[config.mk]
export PLATFORM = sky130hd
export DESIGN_NAME = dma_mem_port_arb
export DESIGN_NICKNAME = d
export VERILOG_FILES = /design/src/rtl/dma_mem_port_arb.sv
export SDC_FILE = /design/constraint.sdc
export NUM_CORES = 1
export LEC_CHECK = 0
export BUFFER_PORTS_ARGS = -buffer_cell sky130_fd_sc_hd__buf_2
export CORE_AREA = 2 2 126 128
export DETAILED_ROUTE_END_ITERATION = 16
export DIE_AREA = 0 0 128 130
export GPL_TIMING_DRIVEN = 0
export PLACE_DENSITY = 0.63
export SLEW_MARGIN = 30
export SYNTH_ARGS = -nofsm -noshare
export SYNTH_HDL_FRONTEND = slang
export SYNTH_SLANG_ARGS = --single-unit
[constraint.sdc]
create_clock -name clk -period 1.9 [get_ports clk]
set_clock_uncertainty 0.05 [all_clocks]
set_input_delay 0.19 -clock clk [delete_from_list [all_inputs] [get_ports clk]]
set_output_delay 0.19 -clock clk [all_outputs]
set_load 0.01 [all_outputs]
[src/rtl/dma_mem_port_arb.sv]
// dma_mem_port_arb: single-port SRAM arbiter shared by one lane's DMA
// write/read channels and the PE load/store path.
// Load/store takes exclusive ownership through request/grant/release. While
// the DMA owns the port, its write and read channels alternate round-robin.
// Read returns are tagged with their owner in an RD_LAT-deep pipe, and every
// ownership change waits for that pipe to drain.
// Optional: define DMA_MEM_PORT_ARB_STATS_EN to add saturating grant and
// stall counters together with their output ports.
module dma_mem_port_arb #(
   parameter int ADDR_W = 24,
   parameter int DATA_W = 32,
   parameter int RD_LAT = 2
) (
   input  logic              clk,
   input  logic              reset_poweron,
   input  logic              dma__memc__write_valid,
   input  logic [ADDR_W-1:0] dma__memc__write_address,
   input  logic [DATA_W-1:0] dma__memc__write_data,
   output logic              memc__dma__write_ready,
   input  logic              dma__memc__read_valid,
   input  logic [ADDR_W-1:0] dma__memc__read_address,
   input  logic              dma__memc__read_pause,
   output logic              memc__dma__read_ready,
   output logic [DATA_W-1:0] memc__dma__read_data,
   output logic              memc__dma__read_data_valid,
   input  logic              ldst__memc__request,
   input  logic              ldst__memc__released,
   output logic              memc__ldst__granted,
   input  logic              ldst__memc__write_valid,
   input  logic [ADDR_W-1:0] ldst__memc__write_address,
   input  logic [DATA_W-1:0] ldst__memc__write_data,
   input  logic              ldst__memc__read_valid,
   input  logic [ADDR_W-1:0] ldst__memc__read_address,
   output logic [DATA_W-1:0] memc__ldst__read_data,
   output logic              memc__ldst__read_data_valid,
   output logic              sram_en,
   output logic              sram_we,
   output logic [ADDR_W-1:0] sram_addr,
   output logic [DATA_W-1:0] sram_wdata,
   input  logic [DATA_W-1:0] sram_rdata
`ifdef DMA_MEM_PORT_ARB_STATS_EN
   ,
   output logic [31:0]       stat_dma_wr_cnt,
   output logic [31:0]       stat_dma_rd_cnt,
   output logic [31:0]       stat_ldst_stall_cnt
`endif
);

   typedef enum logic [1:0] {DMA_OWN, DRAIN_IN, LDST_OWN, DRAIN_OUT} state_t;

   state_t            state, state_nxt;
   logic              rr_last, rr_last_nxt;   // 1: the read side won the last contention
   logic [RD_LAT:1]   vld_pipe, own_pipe;     // own = 1 marks a load/store read
   logic              pipe_empty;
   logic              issue_rd, issue_own;
   logic              wr_cand, rd_cand;
   logic              dma_ret, ldst_ret;
   logic [DATA_W-1:0] dma_hold, ldst_hold;

   assign pipe_empty = ~|vld_pipe;

   // State, round-robin pointer and read-tag pipe
   always_ff @(posedge clk or negedge reset_poweron) begin
      if (!reset_poweron) begin
         state    <= DMA_OWN;
         rr_last  <= 1'b1;
         vld_pipe <= '0;
         own_pipe <= '0;
      end else begin
         state       <= state_nxt;
         rr_last     <= rr_last_nxt;
         vld_pipe[1] <= issue_rd;
         own_pipe[1] <= issue_own;
         for (int i = 2; i <= RD_LAT; i++) begin
            vld_pipe[i] <= vld_pipe[i-1];
            own_pipe[i] <= own_pipe[i-1];
         end
      end
   end

   // Next state, issue selection and the combinational SRAM drive
   always_comb begin
      state_nxt              = state;
      rr_last_nxt            = rr_last;
      memc__dma__write_ready = 1'b0;
      memc__dma__read_ready  = 1'b0;
      sram_en                = 1'b0;
      sram_we                = 1'b0;
      sram_addr              = '0;
      sram_wdata             = '0;
      issue_rd               = 1'b0;
      issue_own              = 1'b0;
      wr_cand                = dma__memc__write_valid;
      rd_cand                = dma__memc__read_valid & ~dma__memc__read_pause;
      // Reset also gates issue so that every output reads 0 during reset
      if (reset_poweron) begin
         case (state)
            DMA_OWN: begin
               if (ldst__memc__request) begin
                  // Load/store wins even against a pending DMA access
                  state_nxt = DRAIN_IN;
               end else begin
                  if (wr_cand && rd_cand) begin
                     if (rr_last) rd_cand = 1'b0;
                     else         wr_cand = 1'b0;
                     rr_last_nxt = rd_cand;
                  end
                  if (wr_cand) begin
                     memc__dma__write_ready = 1'b1;
                     sram_en    = 1'b1;
                     sram_we    = 1'b1;
                     sram_addr  = dma__memc__write_address;
                     sram_wdata = dma__memc__write_data;
                  end else if (rd_cand) begin
                     memc__dma__read_ready = 1'b1;
                     sram_en   = 1'b1;
                     sram_addr = dma__memc__read_address;
                     issue_rd  = 1'b1;
                  end
               end
            end
            DRAIN_IN: begin
               if (pipe_empty) state_nxt = LDST_OWN;
            end
            LDST_OWN: begin
               // A write presented together with a read wins; the read is dropped
               if (ldst__memc__write_valid) begin
                  sram_en    = 1'b1;
                  sram_we    = 1'b1;
                  sram_addr  = ldst__memc__write_address;
                  sram_wdata = ldst__memc__write_data;
               end else if (ldst__memc__read_valid) begin
                  sram_en   = 1'b1;
                  sram_addr = ldst__memc__read_address;
                  issue_rd  = 1'b1;
                  issue_own = 1'b1;
               end
               if (ldst__memc__released || !ldst__memc__request) state_nxt = DRAIN_OUT;
            end
            default: begin
               if (pipe_empty) state_nxt = DMA_OWN;
            end
         endcase
      end
   end

   assign memc__ldst__granted = (state == LDST_OWN);

   assign dma_ret  = vld_pipe[RD_LAT] & ~own_pipe[RD_LAT];
   assign ldst_ret = vld_pipe[RD_LAT] &  own_pipe[RD_LAT];

   assign memc__dma__read_data_valid  = dma_ret;
   assign memc__ldst__read_data_valid = ldst_ret;
   assign memc__dma__read_data        = dma_ret  ? sram_rdata : dma_hold;
   assign memc__ldst__read_data       = ldst_ret ? sram_rdata : ldst_hold;

   // Each return data output keeps its last delivered word while idle
   always_ff @(posedge clk or negedge reset_poweron) begin
      if (!reset_poweron) begin
         dma_hold  <= '0;
         ldst_hold <= '0;
      end else begin
         if (dma_ret)  dma_hold  <= sram_rdata;
         if (ldst_ret) ldst_hold <= sram_rdata;
      end
   end

`ifdef DMA_MEM_PORT_ARB_STATS_EN
   // Saturating grant and ownership-drain stall counters
   always_ff @(posedge clk or negedge reset_poweron) begin
      if (!reset_poweron) begin
         stat_dma_wr_cnt     <= '0;
         stat_dma_rd_cnt     <= '0;
         stat_ldst_stall_cnt <= '0;
      end else begin
         if (memc__dma__write_ready && stat_dma_wr_cnt != 32'hFFFF_FFFF)
            stat_dma_wr_cnt <= stat_dma_wr_cnt + 32'd1;
         if (memc__dma__read_ready && stat_dma_rd_cnt != 32'hFFFF_FFFF)
            stat_dma_rd_cnt <= stat_dma_rd_cnt + 32'd1;
         if ((state == DRAIN_IN || state == DRAIN_OUT) && stat_ldst_stall_cnt != 32'hFFFF_FFFF)
            stat_ldst_stall_cnt <= stat_ldst_stall_cnt + 32'd1;
      end
   end
`endif

endmodule

* After elaboration in Yosys (flattened, before gate mapping) *
Index checks and enable logic that the tools add are counted.

storage, ports and cells
  RAM bits = 0
  bits in latches = 0
  memories kept = 0
  output and inout bits = 127
  memory bits (read-only) = 0
  input port bits = 201
  logic and storage cells = 77
  register bits = 71

cells by class
  add/sub/neg operators = 0
  equality and inequality tests = 6
  divide/modulo/power cells = 0
  $lt $le $gt $ge = 0
  bitwise gates (word level) = 6
  multipliers = 0
  reduce and logical (&&, ||, !) cells = 7
  multiplexer cells = 52
  shifts and indexed selects = 0

operator list
  operator                                                                 number
  32-bit 2-to-1 mux                                                        6
  24-bit 2-to-1 mux                                                        6
  32-bit one-hot mux with 2 select lines                                   1
  24-bit one-hot mux with 2 select lines                                   1
  1-bit 2-to-1 mux                                                         30
  2-bit 2-to-1 mux                                                         4
  1-bit one-hot mux with 2 select lines                                    3
  2-bit one-hot mux with 3 select lines                                    1
  5-bit AND reduction                                                      1
  2-bit inequality test, second input constant                             2
  4-bit AND reduction                                                      1
  1-bit AND                                                                3
  3-bit by 2-bit inequality test with 1-bit output, second input constant  1
  1-bit inverter                                                           3
  2-bit by 1-bit equality test with 1-bit output, second input constant    1
  2-bit equality test, second input constant                               1
  2-bit logical NOT                                                        1
  2-bit by 1-bit inequality test with 1-bit output, second input constant  1
  2-bit OR reduction                                                       1
  1-bit logical AND                                                        1
  1-bit logical NOT                                                        1
  1-bit logical OR                                                         1

* Longest topological paths before layout *
  depth after elaboration = 12
  mapped depth = 8
  mapped depth without buffers = 5

* Worst setup path after synthesis *
OpenSTA, ideal clock, no wires.

  kind = register to output
  start point = reg state[0]
  end point = out sram_wdata[10]
  data required time = 1.660 ns
  slack = -0.126 ns
  arrival time = 1.786 ns
  stages on the path, launching flop included = 9
  cell sequence = dfrtp_1 > inv_1 > ha_1 > clkbuf_1 > and2_1 > clkbuf_1 > clkbuf_1 > nand2_1 > a21oi_1

on the way
  longest elaborated chain between the ends = 3
  elaborated cells on any way between the ends = 4
  those cells by class = eq/ne: 1; mux: 2; reduce/logical: 1

ends and longest elaborated chain
  item                                    line  text
  from (decl)                             51    state_t state, state_nxt;
  from (signal assigned)                  70    state <= state_nxt;
  2-bit equality test                     n/a
  net memc__ldst__granted                 28    output logic memc__ldst__granted,
  32-bit one-hot mux with 2 select lines  97    case (state)
  32-bit 2-to-1 mux                       96    if (reset_poweron) begin
  to (decl)                               39    output logic [DATA_W-1:0] sram_wdata,

The timed path passes the listed nets, and every way through them passes these cells.

* Worst setup path after layout *
  start point = reg state[1]
  end point = out sram_addr[1]

on the way
  longest elaborated chain between the ends = 3
  elaborated cells on any way between the ends = 4
  those cells by class = eq/ne: 1; mux: 2; reduce/logical: 1

ends and longest elaborated chain
  item                                                      line  text
  2-bit equality test or 2-bit logical NOT (tied branches)  97
  24-bit one-hot mux with 2 select lines *                  97
  24-bit 2-to-1 mux *                                       96
  to (decl)                                                 38    output logic [ADDR_W-1:0] sram_addr,

Every way passes the cells marked *; elsewhere a longest branch is shown, timed or not.

==> results.md <==
Run status:
- The run finished, with violations left.
- The final reports fail on negative setup slack.

Setup path:
- Data arrives at the worst endpoint at 2070 ps.
- The end point of the critical path is sram_addr[1].
- In this run the critical register-to-register path is launched from state[1]$_DFFE_PN0P_.
- The worst setup path is launched from a flop.
- The kind of end point of the critical path is an output pin.
- The type of the worst setup path is reg -> out.
- The number of cells on the worst reg-to-reg path is 6.
- The worst-case register-to-register setup slack is 100 ps.
- The critical path data required time is approximately 1700 ps.
- The destination of the worst register-to-register timing path is state[1]$_DFFE_PN0P_.
- The most critical setup path has its startpoint at state[1]$_DFFE_PN0P_.
- Of all nets on the critical path, the largest fanout is 5.

Hold path:
- Counting instances, the worst hold path has a depth of 2.
- The tightest min-delay check is of the in -> reg type.

CTS:
- The number of CTS-inserted buffers is 9.
- TritonCTS built the clock tree.
- The buffer cell driving the clock tree root is sky130_fd_sc_hd__clkbuf_16.
- The clock reaches the later pin of the worst-skew pair after 330 ps.
- The count of clock tree sinks is around 70.
- The maximum clock path buffer count is 2.
- The clock-pin slew on the worst setup and hold paths is 60 ps.
- CTS built an H-tree with a depth of 3.

Timing:
- The number of max-slew violations in the final report came to 0.
- The count of endpoints failing hold in the final timing report is 0.
- The final count of negative-setup-slack endpoints is 74.
- The worst setup margin is -408.9 ps.
- The worst path uses 121.5% of the clock period.
- The minimum period implied by the final worst setup slack is between 2000 and 2500 ps.
- The highest clock rate is 433.1 MHz.
- For the pin with the worst max-slew slack, the measured transition is 472.5 ps.
- Setup repair after global routing could not meet its margin everywhere.
- The tightest slew margin relative to the limit is 68.50%.

Die:
- The die is between 100 and 150 um wide.
- The floorplan step set the die height to 130 um.
- The area of the die is 0.01664 mm2.
- The core region is 0.01542 mm2.
- The number of core rows is 46.
- For this configuration, the core starts out at a cell density of 27.67%.
- The top-level I/O count is between 300 and 400.

Route:
- The number of vias per cell after detailed routing is 4.944.
- The uppermost metal layer occupied by signal nets is met4.
- In the routed design, unresolved DRC markers number 0.
- The mean routed wirelength per cell is 18.20 um.
- The routed layout has 4,993 vias.
- Before antenna repair, the detailed router went through 4 iterations.
- Detailed routing placed a total of 9.461 mm of wire on met2.
- In this run the remaining antenna-violating nets after routing total 0.
- The detailed router finished its first iteration with around 170 violations.
- The detailed-route wire length is 18.39 mm.
- The routed length on met1 is 7.415 mm.
- The met3 layer wire length in the routed design is 1.198 mm.

Logic synthesis:
- The net count after synthesis is 647.
- The cell area after synthesis is 0.004268 mm2.
- Of the synthesized area, sequential elements account for 41.66%.
- After synthesis, the netlist uses 34 different library cells.
- Yosys printed 0 warnings.
- The number of storage elements in the synthesis netlist is 71.
- The most frequently used flop master after synthesis is sky130_fd_sc_hd__dfrtp_1.
- The most common cell in the synthesized netlist is sky130_fd_sc_hd__dfrtp_1.
- The post-synthesis cell type with the largest combined area is sky130_fd_sc_hd__dfrtp_1.
- The top cell type by area accounts for 41.04% of the synthesized area.
- Dividing the synthesized area by the synthesized cell count gives 9.634 um2.
- The number of enable-type register cells in the synthesized netlist is 0.
- The proportion of synthesized flip-flops having asynchronous set or reset is 100.0%.
- Yosys attributes the largest share of cell area to sky130_fd_sc_hd__dfrtp_1, sky130_fd_sc_hd__mux2_2, sky130_fd_sc_hd__a21oi_1, sky130_fd_sc_hd__a311o_1, sky130_fd_sc_hd__nand2_1.
- The post-synthesis cell count is between 400 and 500.
- Sorting the synthesized cells by how often they occur yields sky130_fd_sc_hd__dfrtp_1, sky130_fd_sc_hd__mux2_2, sky130_fd_sc_hd__nand2_1.

Power and ir drop:
- Of the total power, combinational logic draws 55.3%.
- Net switching is 35.16% of the power.
- The power share of the clock group is 20.1%.
- The share of power burned in registers is 24.6%.
- The total internal power is 0.005804 W.
- The worst voltage drop across the vdd grid is 0.5189 mV.
- The reported leakage power is 3.911 nW.
- Summing internal, switching and leakage power gives between 0.008 and 0.009 W.
- In this run the power spent charging and discharging nets is around 0.0031 W.
- Dividing total power by cell area gives a power density of ~1100 mW/mm2.

Final layout:
- The post-route netlist has between 60% and 70% of its cells at a drive strength greater than 1.
- The post-layout instance count excluding filler cells is 1,010.
- The final design area excluding fillers is 0.008095 mm2.
- The number of filler cells placed in the layout is 1,409.
- The multi-input combinational cells in the finished layout cover a total of 0.002898 mm2.
- The antenna diode count is 0.
- The final layout contains 1,017 nets.
- The sequential standard cell area is 0.001780 mm2.
- The area growth from synthesis to layout is 89.68%.

GRT:
- The initial antenna violation count was 0.
- Global routing used 18.69% of the available tracks across all layers.
- The first global-routing pass estimated 24.63 mm of wire.
- The number of global-route vias before repair was 4,789.
- The maximum number of pins on one net before global-route repair is 37.
- The overflow left after global routing is 0.

Job:
- The tool flagged a number of max-cap violations equal to 0.

Placed design:
- At the end of routability-driven placement, the weighted congestion stood at 0.7922.
- The post-placement worst setup slack is -548.1 ps.
- The area after detailed placement is 0.006176 mm2.
- Detailed placement finished with a half-perimeter wire length of 12.52 mm.
- The cell count after placement is 961.
- The number of I/O port buffers is approximately 330.
==> worst min path at each step <==
stage                                     start                 endpoint  slack, ps
after floorplan                   reset_poweron    dma_hold[0]$_DFF_PN0_       -160
after global placement    own_pipe[1]$_DFF_PN0_    own_pipe[2]$_DFF_PN0_        290
after detailed placement          reset_poweron  ldst_hold[10]$_DFF_PN0_        120
after CTS                        sram_rdata[12]  ldst_hold[12]$_DFF_PN0_         60
after global routing              sram_rdata[3]    dma_hold[3]$_DFF_PN0_         70
final                            sram_rdata[14]  ldst_hold[14]$_DFF_PN0_         70
==> power by group through the flow <==
stage	registers (W)	logic [W]	clock network, W
global placement	0.00215	0.00315	0
finish	0.00220	0.00495	0.00180
detailed placement	0.00217	0.00318	0
CTS	0.00216	0.00386	0.00183
global route	0.00226	0.00527	0.00192
floorplan	0.00213	0.00191	0
==> cells in the final DEF (no fill, tap or decap), types with 9 or more instances in the layout <==
master	count
sky130_fd_sc_hd__buf_4	22
sky130_fd_sc_hd__a21oi_2	14
sky130_fd_sc_hd__nor4b_2	15
sky130_fd_sc_hd__a21oi_1	43
sky130_fd_sc_hd__mux2_2	27
sky130_fd_sc_hd__clkbuf_1	10
sky130_fd_sc_hd__mux2_4	38
sky130_fd_sc_hd__buf_2	288
sky130_fd_sc_hd__nand3b_1	25
sky130_fd_sc_hd__nor4b_4	9
sky130_fd_sc_hd__a311o_1	24
sky130_fd_sc_hd__nand3_1	23
sky130_fd_sc_hd__nand2_1	58
sky130_fd_sc_hd__dfrtp_1	68
sky130_fd_sc_hd__clkbuf_16	18
sky130_fd_sc_hd__buf_6	48
==> area by class of cell <==
type | instances | share of cell area, %
Sequential cell | 71 | 21.99
Inverter | 5 | 0.2318
Multi-Input combinational cell | 320 | 35.80
Buffer | 41 | 4.930
Clock inverter | 5 | 1.005
Timing Repair Buffer | 365 | 30.08
Clock buffer | 11 | 2.998
Tap cell | 192 | 2.968
==> registers in the layout, summed over array words and instances (netlist names) <==
register / count
vld_pipe: 2
dma_hold: 32
rr_last: 1
state: 2
ldst_hold: 32
own_pipe: 2
==> layer usage <==
metal / vias up / track usage (%)
met5: - / 0
met4: 0 / 6.141
met3: 27 / 4.305
met2: 222 / 32.49
met1: 2385 / 23.03
li1: 2359 / -
==> stage by stage <==
stage	TNS [ps]	utilization [%]	hold slack, ps
after global placement	-82860	39.89	290.2
after CTS	-21240	46.53	57.94
after global routing	-26290	52.48	68.63
final	-18640	52.48	73.27
after floorplan	0	-	-155.6
after detailed placement	-30760	40.04	121.4
==> critical path: stages, from the launching register on <==
cell and delay, ps:
sky130_fd_sc_hd__dfrtp_2 440, sky130_fd_sc_hd__inv_2 90, sky130_fd_sc_hd__ha_4 160, sky130_fd_sc_hd__buf_6 120, sky130_fd_sc_hd__o21ai_4 70, sky130_fd_sc_hd__buf_12 140
sky130_fd_sc_hd__clkbuf_16 150, sky130_fd_sc_hd__nor4b_2 270, sky130_fd_sc_hd__a311o_1 170, sky130_fd_sc_hd__buf_6 120
==> cell families after synthesis <==
kind of cell               after synthesis  synth area share, %
muxes                                   65                17.15
DFF                                     71                41.66
and+or+nand+nor                        161                21.23
xor gates and xnor gates                 1               0.2053
AOI/OAI and AO/OA                       89                13.66
adders and majority gates                3               0.8796
buffers and inverters                   53                5.218
==> repair_timing <==
| item | 4_1_cts | 5_1_grt |
|---|---|---|
| setup buffers | 14 | 10 |
| hold endpoints to repair | 34 | 0 |
| gates cloned | 3 | 10 |
| pin swaps | 16 | 33 |
| gates resized for setup | 120 | 152 |
| hold buffers | 5 | 0 |
| endpoints found under the setup margin | 153 | 115 |
Note: power is estimated with default switching activity, not from simulation.
